<file path="src/rtl/axilite_wdog_bridge_if.sv">
// rtl/axilite_wdog_bridge_if.sv - AXI-Lite link bundle shared by the upstream and downstream sides of the bridge
interface axilite_wdog_bridge_if;
  logic        awvalid;
  logic        awready;
  logic [31:0] awaddr;
  logic [2:0]  awprot;
  logic        wvalid;
  logic        wready;
  logic [31:0] wdata;
  logic [3:0]  wstrb;
  logic        bvalid;
  logic        bready;
  logic [1:0]  bresp;
  logic        arvalid;
  logic        arready;
  logic [31:0] araddr;
  logic [2:0]  arprot;
  logic        rvalid;
  logic        rready;
  logic [31:0] rdata;
  logic [1:0]  rresp;

  modport master (
    output awvalid, awaddr, awprot, wvalid, wdata, wstrb, bready, arvalid, araddr, arprot, rready,
    input  awready, wready, bvalid, bresp, arready, rvalid, rdata, rresp
  );

  modport slave (
    input  awvalid, awaddr, awprot, wvalid, wdata, wstrb, bready, arvalid, araddr, arprot, rready,
    output awready, wready, bvalid, bresp, arready, rvalid, rdata, rresp
  );
endinterface

</file>
<file path="src/rtl/axilite_wdog_bridge.sv">
// rtl/axilite_wdog_bridge.sv - AXI-Lite pass-through with per-direction response watchdog (status counters: AXILITE_WDOG_STATUS_EN)
module axilite_wdog_bridge #(
  parameter int TIMEOUT_CYCLES = 4096,
  parameter int CNT_W          = 16
) (
  input  logic                  clk,
  input  logic                  rst_n,
  axilite_wdog_bridge_if.slave  s_axi,
  axilite_wdog_bridge_if.master m_axi,
`ifdef AXILITE_WDOG_STATUS_EN
  input  logic                  tout_status_clr,
  output logic [15:0]           wr_tout_cnt,
  output logic [15:0]           rd_tout_cnt,
  output logic [31:0]           last_tout_addr,
`endif
  output logic                  wr_timeout_pulse,
  output logic                  rd_timeout_pulse
);

  localparam logic [2:0] ST_IDLE  = 3'd0;
  localparam logic [2:0] ST_FWD   = 3'd1;
  localparam logic [2:0] ST_RESP  = 3'd2;
  localparam logic [2:0] ST_UPRSP = 3'd3;
  localparam logic [2:0] ST_DRAIN = 3'd4;
  localparam logic [2:0] ST_FAIL  = 3'd5;

  localparam logic [CNT_W-1:0] WD_LAST     = CNT_W'(TIMEOUT_CYCLES - 1);
  localparam logic [1:0]       RESP_SLVERR = 2'b10;
  localparam logic [31:0]      ERR_RDATA   = 32'hDEAD_BEEF;

  logic [2:0]       wr_state, rd_state;
  logic [CNT_W-1:0] wr_cnt, rd_cnt;
  logic             wr_aw_pend, wr_w_pend, wr_drain, rd_ar_pend, rd_drain;
  logic [31:0]      wr_addr, wr_data, rd_addr, rd_data;
  logic [2:0]       wr_prot, rd_prot;
  logic [3:0]       wr_strb;
  logic [1:0]       wr_resp, rd_resp;
  logic             wr_take, wr_live, wr_hit, wr_tout, wr_drain_hit, wr_fwd_done;
  logic             rd_take, rd_live, rd_hit, rd_tout, rd_drain_hit;

  // A late action response is owed whenever *_drain is set; FWD is only entered after it clears,
  // so a response seen in RESP always belongs to the current transaction.
  assign wr_take      = ((wr_state == ST_IDLE) || (wr_state == ST_DRAIN)) && s_axi.awvalid && s_axi.wvalid;
  assign wr_live      = (wr_state == ST_FWD) || (wr_state == ST_RESP);
  assign wr_hit       = (wr_state == ST_RESP) && m_axi.bvalid;
  assign wr_tout      = wr_live && (wr_cnt == WD_LAST) && !wr_hit;
  assign wr_drain_hit = wr_drain && m_axi.bvalid;
  assign wr_fwd_done  = (!wr_aw_pend || m_axi.awready) && (!wr_w_pend || m_axi.wready);

  assign s_axi.awready = wr_take;
  assign s_axi.wready  = wr_take;
  assign s_axi.bvalid  = (wr_state == ST_UPRSP) || (wr_state == ST_FAIL);
  assign s_axi.bresp   = wr_resp;
  assign m_axi.awvalid = wr_aw_pend;
  assign m_axi.awaddr  = wr_addr;
  assign m_axi.awprot  = wr_prot;
  assign m_axi.wvalid  = wr_w_pend;
  assign m_axi.wdata   = wr_data;
  assign m_axi.wstrb   = wr_strb;
  assign m_axi.bready  = (wr_state == ST_RESP) || wr_drain;

  assign rd_take      = ((rd_state == ST_IDLE) || (rd_state == ST_DRAIN)) && s_axi.arvalid;
  assign rd_live      = (rd_state == ST_FWD) || (rd_state == ST_RESP);
  assign rd_hit       = (rd_state == ST_RESP) && m_axi.rvalid;
  assign rd_tout      = rd_live && (rd_cnt == WD_LAST) && !rd_hit;
  assign rd_drain_hit = rd_drain && m_axi.rvalid;

  assign s_axi.arready = rd_take;
  assign s_axi.rvalid  = (rd_state == ST_UPRSP) || (rd_state == ST_FAIL);
  assign s_axi.rdata   = rd_data;
  assign s_axi.rresp   = rd_resp;
  assign m_axi.arvalid = rd_ar_pend;
  assign m_axi.araddr  = rd_addr;
  assign m_axi.arprot  = rd_prot;
  assign m_axi.rready  = (rd_state == ST_RESP) || rd_drain;

  // Write direction: forward, watch, answer upstream, then absorb any late action response
  always_ff @(posedge clk or negedge rst_n) begin
    if (!rst_n) begin
      wr_state <= ST_IDLE;   wr_cnt  <= '0;  wr_aw_pend <= 1'b0; wr_w_pend <= 1'b0;
      wr_drain <= 1'b0;      wr_addr <= '0;  wr_data    <= '0;   wr_prot   <= '0;
      wr_strb  <= '0;        wr_resp <= '0;  wr_timeout_pulse <= 1'b0;
    end else begin
      wr_timeout_pulse <= wr_tout;
      if (m_axi.awready) wr_aw_pend <= 1'b0;
      if (m_axi.wready)  wr_w_pend  <= 1'b0;
      if (wr_drain_hit)  wr_drain   <= 1'b0;
      if (wr_live)       wr_cnt     <= wr_cnt + CNT_W'(1);
      case (wr_state)
        ST_IDLE: if (wr_take) begin
          wr_addr <= s_axi.awaddr; wr_prot <= s_axi.awprot;
          wr_data <= s_axi.wdata;  wr_strb <= s_axi.wstrb;
          wr_aw_pend <= 1'b1; wr_w_pend <= 1'b1; wr_cnt <= '0; wr_state <= ST_FWD;
        end
        ST_FWD: if (wr_tout) begin
          wr_resp <= RESP_SLVERR; wr_drain <= 1'b1; wr_state <= ST_UPRSP;
        end else if (wr_fwd_done) begin
          wr_state <= ST_RESP;
        end
        ST_RESP: if (wr_hit) begin
          wr_resp <= m_axi.bresp; wr_state <= ST_UPRSP;
        end else if (wr_tout) begin
          wr_resp <= RESP_SLVERR; wr_drain <= 1'b1; wr_state <= ST_UPRSP;
        end
        ST_DRAIN: if (wr_take) begin
          wr_resp <= RESP_SLVERR; wr_state <= ST_FAIL;
        end else if (wr_drain_hit) begin
          wr_state <= ST_IDLE;
        end
        ST_UPRSP, ST_FAIL: if (s_axi.bready) begin
          wr_state <= (wr_drain && !wr_drain_hit) ? ST_DRAIN : ST_IDLE;
        end
        default: wr_state <= ST_IDLE;
      endcase
    end
  end

  // Read direction: same sequencing as writes; error answers carry a recognisable data pattern
  always_ff @(posedge clk or negedge rst_n) begin
    if (!rst_n) begin
      rd_state <= ST_IDLE; rd_cnt  <= '0; rd_ar_pend <= 1'b0; rd_drain <= 1'b0;
      rd_addr  <= '0;      rd_prot <= '0; rd_data    <= '0;   rd_resp  <= '0;
      rd_timeout_pulse <= 1'b0;
    end else begin
      rd_timeout_pulse <= rd_tout;
      if (m_axi.arready) rd_ar_pend <= 1'b0;
      if (rd_drain_hit)  rd_drain   <= 1'b0;
      if (rd_live)       rd_cnt     <= rd_cnt + CNT_W'(1);
      case (rd_state)
        ST_IDLE: if (rd_take) begin
          rd_addr <= s_axi.araddr; rd_prot <= s_axi.arprot;
          rd_ar_pend <= 1'b1; rd_cnt <= '0; rd_state <= ST_FWD;
        end
        ST_FWD: if (rd_tout) begin
          rd_data <= ERR_RDATA; rd_resp <= RESP_SLVERR; rd_drain <= 1'b1; rd_state <= ST_UPRSP;
        end else if (!rd_ar_pend || m_axi.arready) begin
          rd_state <= ST_RESP;
        end
        ST_RESP: if (rd_hit) begin
          rd_data <= m_axi.rdata; rd_resp <= m_axi.rresp; rd_state <= ST_UPRSP;
        end else if (rd_tout) begin
          rd_data <= ERR_RDATA; rd_resp <= RESP_SLVERR; rd_drain <= 1'b1; rd_state <= ST_UPRSP;
        end
        ST_DRAIN: if (rd_take) begin
          rd_data <= ERR_RDATA; rd_resp <= RESP_SLVERR; rd_state <= ST_FAIL;
        end else if (rd_drain_hit) begin
          rd_state <= ST_IDLE;
        end
        ST_UPRSP, ST_FAIL: if (s_axi.rready) begin
          rd_state <= (rd_drain && !rd_drain_hit) ? ST_DRAIN : ST_IDLE;
        end
        default: rd_state <= ST_IDLE;
      endcase
    end
  end

`ifdef AXILITE_WDOG_STATUS_EN
  // Timeout statistics; a timeout in the same cycle as a clear is still recorded, writes win the address
  always_ff @(posedge clk or negedge rst_n) begin
    if (!rst_n) begin
      wr_tout_cnt <= '0; rd_tout_cnt <= '0; last_tout_addr <= '0;
    end else begin
      if (tout_status_clr) begin
        wr_tout_cnt <= '0; rd_tout_cnt <= '0; last_tout_addr <= '0;
      end
      if (rd_tout) begin
        rd_tout_cnt    <= tout_status_clr ? 16'd1 : ((&rd_tout_cnt) ? rd_tout_cnt : rd_tout_cnt + 16'd1);
        last_tout_addr <= rd_addr;
      end
      if (wr_tout) begin
        wr_tout_cnt    <= tout_status_clr ? 16'd1 : ((&wr_tout_cnt) ? wr_tout_cnt : wr_tout_cnt + 16'd1);
        last_tout_addr <= wr_addr;
      end
    end
  end
`endif

endmodule

</file>
<file path="src/flat_wrapper.sv">
// flat-port wrapper written by rule: the top's interface ports become plain ports
module axilite_wdog_bridge_flat 
#(
  parameter int TIMEOUT_CYCLES = 4096,
  parameter int CNT_W          = 16
)
  (clk, rst_n, wr_timeout_pulse, rd_timeout_pulse, s_axi_awvalid, s_axi_awaddr, s_axi_awprot, s_axi_wvalid, s_axi_wdata, s_axi_wstrb, s_axi_bready, s_axi_arvalid, s_axi_araddr, s_axi_arprot, s_axi_rready, s_axi_awready, s_axi_wready, s_axi_bvalid, s_axi_bresp, s_axi_arready, s_axi_rvalid, s_axi_rdata, s_axi_rresp, m_axi_awvalid, m_axi_awaddr, m_axi_awprot, m_axi_wvalid, m_axi_wdata, m_axi_wstrb, m_axi_bready, m_axi_arvalid, m_axi_araddr, m_axi_arprot, m_axi_rready, m_axi_awready, m_axi_wready, m_axi_bvalid, m_axi_bresp, m_axi_arready, m_axi_rvalid, m_axi_rdata, m_axi_rresp);
  axilite_wdog_bridge_if s_axi_i ();
  axilite_wdog_bridge_if m_axi_i ();
  input  logic clk;
  input  logic rst_n;
  output logic wr_timeout_pulse;
  output logic rd_timeout_pulse;
  input wire logic [$bits(s_axi_i.awvalid)-1:0] s_axi_awvalid;
  input wire logic [$bits(s_axi_i.awaddr)-1:0] s_axi_awaddr;
  input wire logic [$bits(s_axi_i.awprot)-1:0] s_axi_awprot;
  input wire logic [$bits(s_axi_i.wvalid)-1:0] s_axi_wvalid;
  input wire logic [$bits(s_axi_i.wdata)-1:0] s_axi_wdata;
  input wire logic [$bits(s_axi_i.wstrb)-1:0] s_axi_wstrb;
  input wire logic [$bits(s_axi_i.bready)-1:0] s_axi_bready;
  input wire logic [$bits(s_axi_i.arvalid)-1:0] s_axi_arvalid;
  input wire logic [$bits(s_axi_i.araddr)-1:0] s_axi_araddr;
  input wire logic [$bits(s_axi_i.arprot)-1:0] s_axi_arprot;
  input wire logic [$bits(s_axi_i.rready)-1:0] s_axi_rready;
  output wire logic [$bits(s_axi_i.awready)-1:0] s_axi_awready;
  output wire logic [$bits(s_axi_i.wready)-1:0] s_axi_wready;
  output wire logic [$bits(s_axi_i.bvalid)-1:0] s_axi_bvalid;
  output wire logic [$bits(s_axi_i.bresp)-1:0] s_axi_bresp;
  output wire logic [$bits(s_axi_i.arready)-1:0] s_axi_arready;
  output wire logic [$bits(s_axi_i.rvalid)-1:0] s_axi_rvalid;
  output wire logic [$bits(s_axi_i.rdata)-1:0] s_axi_rdata;
  output wire logic [$bits(s_axi_i.rresp)-1:0] s_axi_rresp;
  output wire logic [$bits(m_axi_i.awvalid)-1:0] m_axi_awvalid;
  output wire logic [$bits(m_axi_i.awaddr)-1:0] m_axi_awaddr;
  output wire logic [$bits(m_axi_i.awprot)-1:0] m_axi_awprot;
  output wire logic [$bits(m_axi_i.wvalid)-1:0] m_axi_wvalid;
  output wire logic [$bits(m_axi_i.wdata)-1:0] m_axi_wdata;
  output wire logic [$bits(m_axi_i.wstrb)-1:0] m_axi_wstrb;
  output wire logic [$bits(m_axi_i.bready)-1:0] m_axi_bready;
  output wire logic [$bits(m_axi_i.arvalid)-1:0] m_axi_arvalid;
  output wire logic [$bits(m_axi_i.araddr)-1:0] m_axi_araddr;
  output wire logic [$bits(m_axi_i.arprot)-1:0] m_axi_arprot;
  output wire logic [$bits(m_axi_i.rready)-1:0] m_axi_rready;
  input wire logic [$bits(m_axi_i.awready)-1:0] m_axi_awready;
  input wire logic [$bits(m_axi_i.wready)-1:0] m_axi_wready;
  input wire logic [$bits(m_axi_i.bvalid)-1:0] m_axi_bvalid;
  input wire logic [$bits(m_axi_i.bresp)-1:0] m_axi_bresp;
  input wire logic [$bits(m_axi_i.arready)-1:0] m_axi_arready;
  input wire logic [$bits(m_axi_i.rvalid)-1:0] m_axi_rvalid;
  input wire logic [$bits(m_axi_i.rdata)-1:0] m_axi_rdata;
  input wire logic [$bits(m_axi_i.rresp)-1:0] m_axi_rresp;
  assign s_axi_i.awvalid = s_axi_awvalid;
  assign s_axi_i.awaddr = s_axi_awaddr;
  assign s_axi_i.awprot = s_axi_awprot;
  assign s_axi_i.wvalid = s_axi_wvalid;
  assign s_axi_i.wdata = s_axi_wdata;
  assign s_axi_i.wstrb = s_axi_wstrb;
  assign s_axi_i.bready = s_axi_bready;
  assign s_axi_i.arvalid = s_axi_arvalid;
  assign s_axi_i.araddr = s_axi_araddr;
  assign s_axi_i.arprot = s_axi_arprot;
  assign s_axi_i.rready = s_axi_rready;
  assign s_axi_awready = s_axi_i.awready;
  assign s_axi_wready = s_axi_i.wready;
  assign s_axi_bvalid = s_axi_i.bvalid;
  assign s_axi_bresp = s_axi_i.bresp;
  assign s_axi_arready = s_axi_i.arready;
  assign s_axi_rvalid = s_axi_i.rvalid;
  assign s_axi_rdata = s_axi_i.rdata;
  assign s_axi_rresp = s_axi_i.rresp;
  assign m_axi_awvalid = m_axi_i.awvalid;
  assign m_axi_awaddr = m_axi_i.awaddr;
  assign m_axi_awprot = m_axi_i.awprot;
  assign m_axi_wvalid = m_axi_i.wvalid;
  assign m_axi_wdata = m_axi_i.wdata;
  assign m_axi_wstrb = m_axi_i.wstrb;
  assign m_axi_bready = m_axi_i.bready;
  assign m_axi_arvalid = m_axi_i.arvalid;
  assign m_axi_araddr = m_axi_i.araddr;
  assign m_axi_arprot = m_axi_i.arprot;
  assign m_axi_rready = m_axi_i.rready;
  assign m_axi_i.awready = m_axi_awready;
  assign m_axi_i.wready = m_axi_wready;
  assign m_axi_i.bvalid = m_axi_bvalid;
  assign m_axi_i.bresp = m_axi_bresp;
  assign m_axi_i.arready = m_axi_arready;
  assign m_axi_i.rvalid = m_axi_rvalid;
  assign m_axi_i.rdata = m_axi_rdata;
  assign m_axi_i.rresp = m_axi_rresp;
  axilite_wdog_bridge #(.TIMEOUT_CYCLES(TIMEOUT_CYCLES), .CNT_W(CNT_W)) u_core (.clk(clk), .rst_n(rst_n), .s_axi(s_axi_i), .m_axi(m_axi_i), .wr_timeout_pulse(wr_timeout_pulse), .rd_timeout_pulse(rd_timeout_pulse));
endmodule
</file>
<file path="config.mk">
export PLATFORM = sky130hd
export DESIGN_NAME = axilite_wdog_bridge_flat
export DESIGN_NICKNAME = d
export VERILOG_FILES = /design/src/rtl/axilite_wdog_bridge_if.sv /design/src/rtl/axilite_wdog_bridge.sv /design/src/flat_wrapper.sv
export SDC_FILE = /design/constraint.sdc
export NUM_CORES = 1
export LEC_CHECK = 0
export BUFFER_PORTS_ARGS = -buffer_cell sky130_fd_sc_hd__buf_2
export CAP_MARGIN = 20
export CORE_MARGIN = 3
export CORE_UTILIZATION = 50
export CTS_CLUSTER_DIAMETER = 100
export DETAILED_ROUTE_END_ITERATION = 10
export PLACE_DENSITY = 0.82
export SYNTH_ARGS = -nofsm -noshare
export SYNTH_HDL_FRONTEND = slang
export SYNTH_SLANG_ARGS = --single-unit
</file>
<file path="constraint.sdc">
create_clock -name clk -period 3.96 [get_ports clk]
set_input_delay 0 -clock clk [delete_from_list [all_inputs] [get_ports clk]]
set_output_delay 0 -clock clk [all_outputs]
set_load 0.02 [all_outputs]
</file>
# --- Yosys cells after proc, flatten, opt, wreduce, memory -nomap -nowiden ---
# Index checks and enable logic that the tools add are counted.
op_classes:
  n_eq_ne: 24
  n_addsub: 2
  n_mux: 55
  reduce_logical: 44
ops:
  columns: ["operator", "count"]
  rows:
  - ["16-bit two-way mux", 6]
  - ["32-bit two-way mux", 3]
  - ["32-bit case mux with 3 select lines", 1]
  - ["3-bit two-way mux", 18]
  - ["16-bit by 1-bit adder with 16-bit output (second input constant)", 2]
  - ["16-bit by 12-bit equality test with 1-bit output (second input constant)", 2]
  - ["3-bit case mux with 5 select lines", 2]
  - ["1-bit two-way mux", 15]
  - ["1-bit logical AND", 14]
  - ["3-bit by 2-bit equality test with 1-bit output (second input constant)", 4]
  - ["3-bit equality test (second input constant)", 4]
  - ["2-bit two-way mux", 6]
  - ["2-bit inequality test (second input constant)", 6]
  - ["2-bit case mux with 3 select lines", 2]
  - ["1-bit logical OR", 11]
  - ["5-bit AND reduction", 2]
  - ["3-bit by 1-bit inequality test with 1-bit output (second input constant)", 3]
  - ["3-bit by 2-bit inequality test with 1-bit output (second input constant)", 3]
  - ["2-bit AND reduction", 4]
  - ["1-bit logical NOT", 7]
  - ["3-bit by 1-bit equality test with 1-bit output (second input constant)", 2]
  - ["3-bit logical NOT", 2]
  - ["3-bit nonzero test", 2]
  - ["1-bit case mux with 2 select lines", 2]
  - ["2-bit OR reduction", 2]
word_totals:
  inputBits: 154
  regBits: 187

# --- Depth between registers and ports, before layout ---
logic_depth:
  ltp_word: 7
  ltp_mapped: 7
  depth_no_buf: 6

# --- Worst setup path before layout ---
# Ideal clock, no wire load.
synth_timing:
  path_kind: "reg2reg"
  startpoint: "register u_core.rd_cnt[0]"
  endpoint: "register u_core.rd_data[14] (netlist: u_core.s_axi.rdata[14])"
  required_ns: 3.839
  period_less_slack_ns: 1.858
  stages_incl_launch_ff: 8
  arrival_ns: 1.737
  path_slack_ns: 2.102
  setup_ns: 0.121
  cell_sequence: "dfrtp_1 -> ha_1 -> nand4b_1 -> nor4_4 -> o211ai_1 -> and3_1 -> buf_2 -> a22o_1"
synth_via:
  elab_chain_cells: 6
synth_rtl:
  columns: ["item", "line_no", "source"]
  rows:
  - ["from (decl)", "axilite_wdog_bridge.sv:32", "logic [CNT_W-1:0] wr_cnt, rd_cnt;"]
  - ["from (signal assigned)", "axilite_wdog_bridge.sv:128", "if (rd_live) rd_cnt <= rd_cnt + CNT_W'(1);"]
  - ["16-bit by 12-bit equality test with 1-bit output (*)", "axilite_wdog_bridge.sv:65", "assign rd_tout = rd_live && (rd_cnt == WD_LAST) && !rd_hit;"]
  - ["1-bit logical AND (*) (2 in series)", "axilite_wdog_bridge.sv:65", null]
  - ["32-bit two-way mux (*)", null, null]
  - ["32-bit two-way mux", null, null]
  - ["32-bit case mux with 3 select lines (*)", null, null]
  - ["to (signal assigned)", "axilite_wdog_bridge.sv:122", "rd_addr <= '0; rd_prot <= '0; rd_data <= '0; rd_resp <= '0;"]
  - ["to (signal assigned)", "axilite_wdog_bridge.sv:135", "rd_data <= ERR_RDATA; rd_resp <= RESP_SLVERR; rd_drain <= 1'b1; rd_state <= ST_UPRSP;"]
  - ["to (signal assigned)", "axilite_wdog_bridge.sv:140", "rd_data <= m_axi.rdata; rd_resp <= m_axi.rresp; rd_state <= ST_UPRSP;"]
  - ["to (decl)", "axilite_wdog_bridge.sv:34", "logic [31:0] wr_addr, wr_data, rd_addr, rd_data;"]
# Every way passes the cells marked *; elsewhere a longest branch is shown, timed or not.
# A chain may end at the register's enable or synchronous reset.

# --- Final worst setup path ---
layout_timing:
  startpoint: "register u_core.rd_state[1]"
  endpoint: "register u_core.rd_data[30] (netlist: u_core.s_axi.rdata[30])"
layout_via:
  elab_chain_cells: 7
  elab_cells_between_ends: 17
  cone_classes: "eq/ne (4); mux (3); reduce/logical (10)"
layout_rtl:
  columns: ["item", "line_no", "source"]
  rows:
  - ["from (decl)", "axilite_wdog_bridge.sv:31", "logic [2:0] wr_state, rd_state;"]
  - ["from (signal assigned)", "axilite_wdog_bridge.sv:150", "rd_state <= (rd_drain && !rd_drain_hit) ? ST_DRAIN : ST_IDLE;"]
  - ["3-bit by 1-bit equality test with 1-bit output or 3-bit by 2-bit equality test with 1-bit output (tied branches)", "axilite_wdog_bridge.sv:63, axilite_wdog_bridge.sv:129, axilite_wdog_bridge.sv:64", null]
  - ["1-bit logical OR or 1-bit logical AND (tied branches)", "axilite_wdog_bridge.sv:63, axilite_wdog_bridge.sv:64", null]
  - ["1-bit logical AND or 1-bit logical NOT (tied branches)", "axilite_wdog_bridge.sv:65", null]
  - ["1-bit logical AND", "axilite_wdog_bridge.sv:65", null]
  - ["32-bit two-way mux", null, null]
  - ["32-bit two-way mux", "axilite_wdog_bridge.sv:139", "ST_RESP: if (rd_hit) begin"]
  - ["32-bit case mux with 3 select lines", "axilite_wdog_bridge.sv:129", "case (rd_state)"]
  - ["to (signal assigned)", "axilite_wdog_bridge.sv:135", null]
  - ["to (signal assigned)", "axilite_wdog_bridge.sv:140", null]
  - ["to (signal assigned)", "axilite_wdog_bridge.sv:142", "rd_data <= ERR_RDATA; rd_resp <= RESP_SLVERR; rd_drain <= 1'b1; rd_state <= ST_UPRSP;"]
# Parallel ways exist; a longest one is shown, timed or not.

==> results.json <==
{
  "drv_cap": 0,
  "coreArea_sq_um": 15300,
  "clk_latency_ps": 430,
  "fin_setup_tns_ps": 0,
  "synth.area.top_cells": "dfrtp_1 60%, nand2_1 11%, mux2_2 5.2%",
  "grt_pass1_vias": 7565,
  "p_per_area_nw_per_um2": 739,
  "critPathSlowestCell": "dfrtp_1",
  "crit_chain": "nand2b_1 -> nor2_1 -> nand2_1 -> nand3_1 -> o22a_1",
  "crit_path_start_kind": "flip-flop",
  "min_from": "m_axi_arready",
  "critPathMaxStageDelay_ps": 770,
  "synth_area_leader_cell": "dfrtp_1",
  "grt_max_degree": 85,
  "ant_nets": 0,
  "avgSynthCellArea_sq_um": 10.5,
  "clkTransAtPathRegs_ps": 70,
  "die_x_microns": 131,
  "period_share": 0.679,
  "dp_cells": 1230,
  "hold_end": "u_core.m_axi.arvalid",
  "num_vias": 7387,
  "ios": 308,
  "ys_warn_count": 0,
  "die_y_microns": 131,
  "cts_tree": "yes",
  "ctsLongestPathBuffers": 2,
  "holdPathStages": 3,
  "cts_resized": 0,
  "syn-num-nets": 902,
  "grt_setup_unrepaired": "false",
  "post-place-ws_ps": 1410,
  "syn_area_sq_um": 7810,
  "hold_viol": 0,
  "path_buf_inv": 0,
  "crit-reg2reg-launch": "u_core.rd_state[1]",
  "regToRegEndpoint": "u_core.s_axi.rdata[30]",
  "hp-class": "in -> reg",
  "dp_hpwl_microns": 13900,
  "synthTopCellsByCount": "235 x nand2_1, 187 x dfrtp_1, 41 x nor2_1",
  "slew_violations": 0,
  "wl_per_cell_microns": 17.2,
  "drive_gt1_frac": 0.328,
  "synth_edf_count": 0,
  "numPortBuffers": 307,
  "netlist_instances": 746,
  "setup_viol": 0,
  "overflow": 0,
  "path_max_fanout": 25,
  "cp.required_ps": 4260,
  "drc": 0,
  "netlist.area_leader.share": 0.599,
  "dieArea_sq_um": 17200,
  "synth_most_common_cell": "nand2_1",
  "synth-async-reset-ratio": 1.00,
  "ys_ff_latch": 187,
  "start_util": 0.512,
  "syn2layout_area_growth_pct": 47.7,
  "post-route-min-period_ps": 2690,
  "outcome": "finished clean",
  "drt_wl_total_microns": 24300,
  "cts-buffers-inserted": 17,
  "cp.arrival_ps": 2990,
  "ir_worst_vdd_v": 0.000598,
  "fmax_mhz": 372,
  "via_per_inst": 5.24,
  "cp_top_family": "simple AND/OR/NAND/NOR gates",
  "antenna_found_initial": 1,
  "dr.pass1.iters": 5,
  "rows": 45,
  "worstSetupPathType": "reg -> reg",
  "ys_seq_area_frac": 0.599,
  "r2r_cells": 5,
  "reg2reg_slack_ps": 1270,
  "worst_pin_slew_ps": 1070,
  "globalplace.congestion": 0.857,
  "setup_slack_ps": 1270,
  "drt_iter0_markers": 473,
  "p_leak_nw": 5.88,
  "root_buffer": "clkbuf_16",
  "worstSetupEndpointType": "flip-flop",
  "grt_usage": 0.276,
  "ys_types": 57,
  "relSlewSlack": 0.285,
  "clock-sinks": 187,
  "grt_pass1_wl_microns": 37200,
  "finClkSkew_ps": 17.7,
  "synth_ff_type": "dfrtp_1",
  "layout.nets": 1341,
  "htreeDepth": 4,
  "finalNonFillerCells": 1410
}
## where the power goes
group          switching [mW]  leakage, nW  total (mW)  internal (mW)
registers               0.601         2.30        3.32           2.71
logic                    2.19         3.31        3.62           1.43
clock network           0.767        0.269        1.60          0.833
total                    3.56         5.88        8.53           4.97
## stage by stage
step	power (mW)	hold WS, ps	area, sq um	util
global route	9.05	38.1	11500	0.756
finish	8.53	37.3	11500	0.756
detailed placement	6.71	98.6	9520	0.624
global placement	6.60	98.5	9520	0.624
floorplan	5.50	-296	7810	-
CTS	8.44	37.7	11500	0.756
## layer usage
| metal | up-vias | GRT usage | part of all wire | wire length, microns |
|---|---|---|---|---|
| li1 | 3381 | - | - | - |
| met2 | 383 | 0.476 | 0.51 | 12500 |
| met5 | - | 0 | 0 | 0 |
| met3 | 85 | 0.0789 | 0.077 | 1870 |
| met4 | 0 | 0.137 | 0.037 | 908 |
| met1 | 3538 | 0.313 | 0.37 | 9050 |
## area by class of cell
type | instances | area, sq um
clock inverters | 14 | 111
diodes | 1 | 2.50
well taps | 211 | 264
inverters | 9 | 33.8
flip-flops and latches | 187 | 4680
clock buffers | 18 | 439
repair buffers | 460 | 3070
multi-input cells | 510 | 2940
fillers | 946 | 3720
## cells by family after synthesis
family | Yosys count | share of synthesized area
and+or+nand+nor | 353 | 0.199
xor gates and xnor gates | 28 | 0.0324
DFF | 187 | 0.599
muxes | 41 | 0.0589
AOI/OAI and AO/OA | 86 | 0.0810
adders and majority gates | 2 | 0.00320
buffers and inverters | 49 | 0.0266
## worst max-delay path by stage
stage,from,slack (ps),depth (start not counted),endpoint
after detailed placement,u_core.rd_state[1],1410,5,u_core.rd_cnt[13]
after global routing,u_core.rd_state[2],1140,4,u_core.s_axi.rdata[28]
after floorplan,u_core.rd_cnt[0],2100,7,u_core.s_axi.rdata[14]
after CTS,u_core.rd_state[1],1310,5,u_core.rd_cnt[13]
after global placement,u_core.rd_state[1],1500,5,u_core.rd_cnt[5]
final,u_core.rd_state[1],1270,5,u_core.s_axi.rdata[30]
## worst min-delay path: cells and delay by family
kind / cells / cell delay [ps]
buffers and inverters: 1 / 80
AND/OR/NAND/NOR: 2 / 350
## timing repair
action | CTS | global route
endpoints found under the hold margin | 228 | 0
hold buffers | 146 | 0
setup buffers | 0 | 0
## layout by cell type, fill, tap and decap left out, types with 3 or more instances in the layout
master	synthesis	routed
nand2b_1	5	5
o22a_1	25	25
o21ai_0	11	11
a21o_1	7	7
xor2_1	16	16
and2_1	3	3
inv_1	9	9
dlygate4sd3_1	0	146
nor2b_1	7	7
buf_4	3	5
nor2_1	41	41
mux2i_1	4	4
buf_2	10	306
dfrtp_1	187	187
nor3_1	11	10
or3_1	5	5
nand4_1	8	8
clkbuf_16	0	17
a22o_1	11	11
inv_6	0	4
nand3_1	12	12
clkinv_2	0	3
and3_1	7	7
xnor2_1	11	11
nand2_1	235	234
clkinv_4	0	4
a211oi_1	3	3
a21oi_1	14	14
mux2_2	36	36
## state kept, by name (all words and copies together) (netlist names), 2 cells and up
name,flops
u_core.m_axi.araddr,32
u_core.m_axi.arprot,3
u_core.m_axi.awaddr,32
u_core.m_axi.awprot,3
u_core.m_axi.wdata,32
u_core.m_axi.wstrb,4
u_core.rd_cnt,16
u_core.rd_state,3
u_core.s_axi.bresp,2
u_core.s_axi.rdata,32
u_core.s_axi.rresp,2
u_core.wr_cnt,16
u_core.wr_state,3
Note: power is estimated with default switching activity, not from simulation.
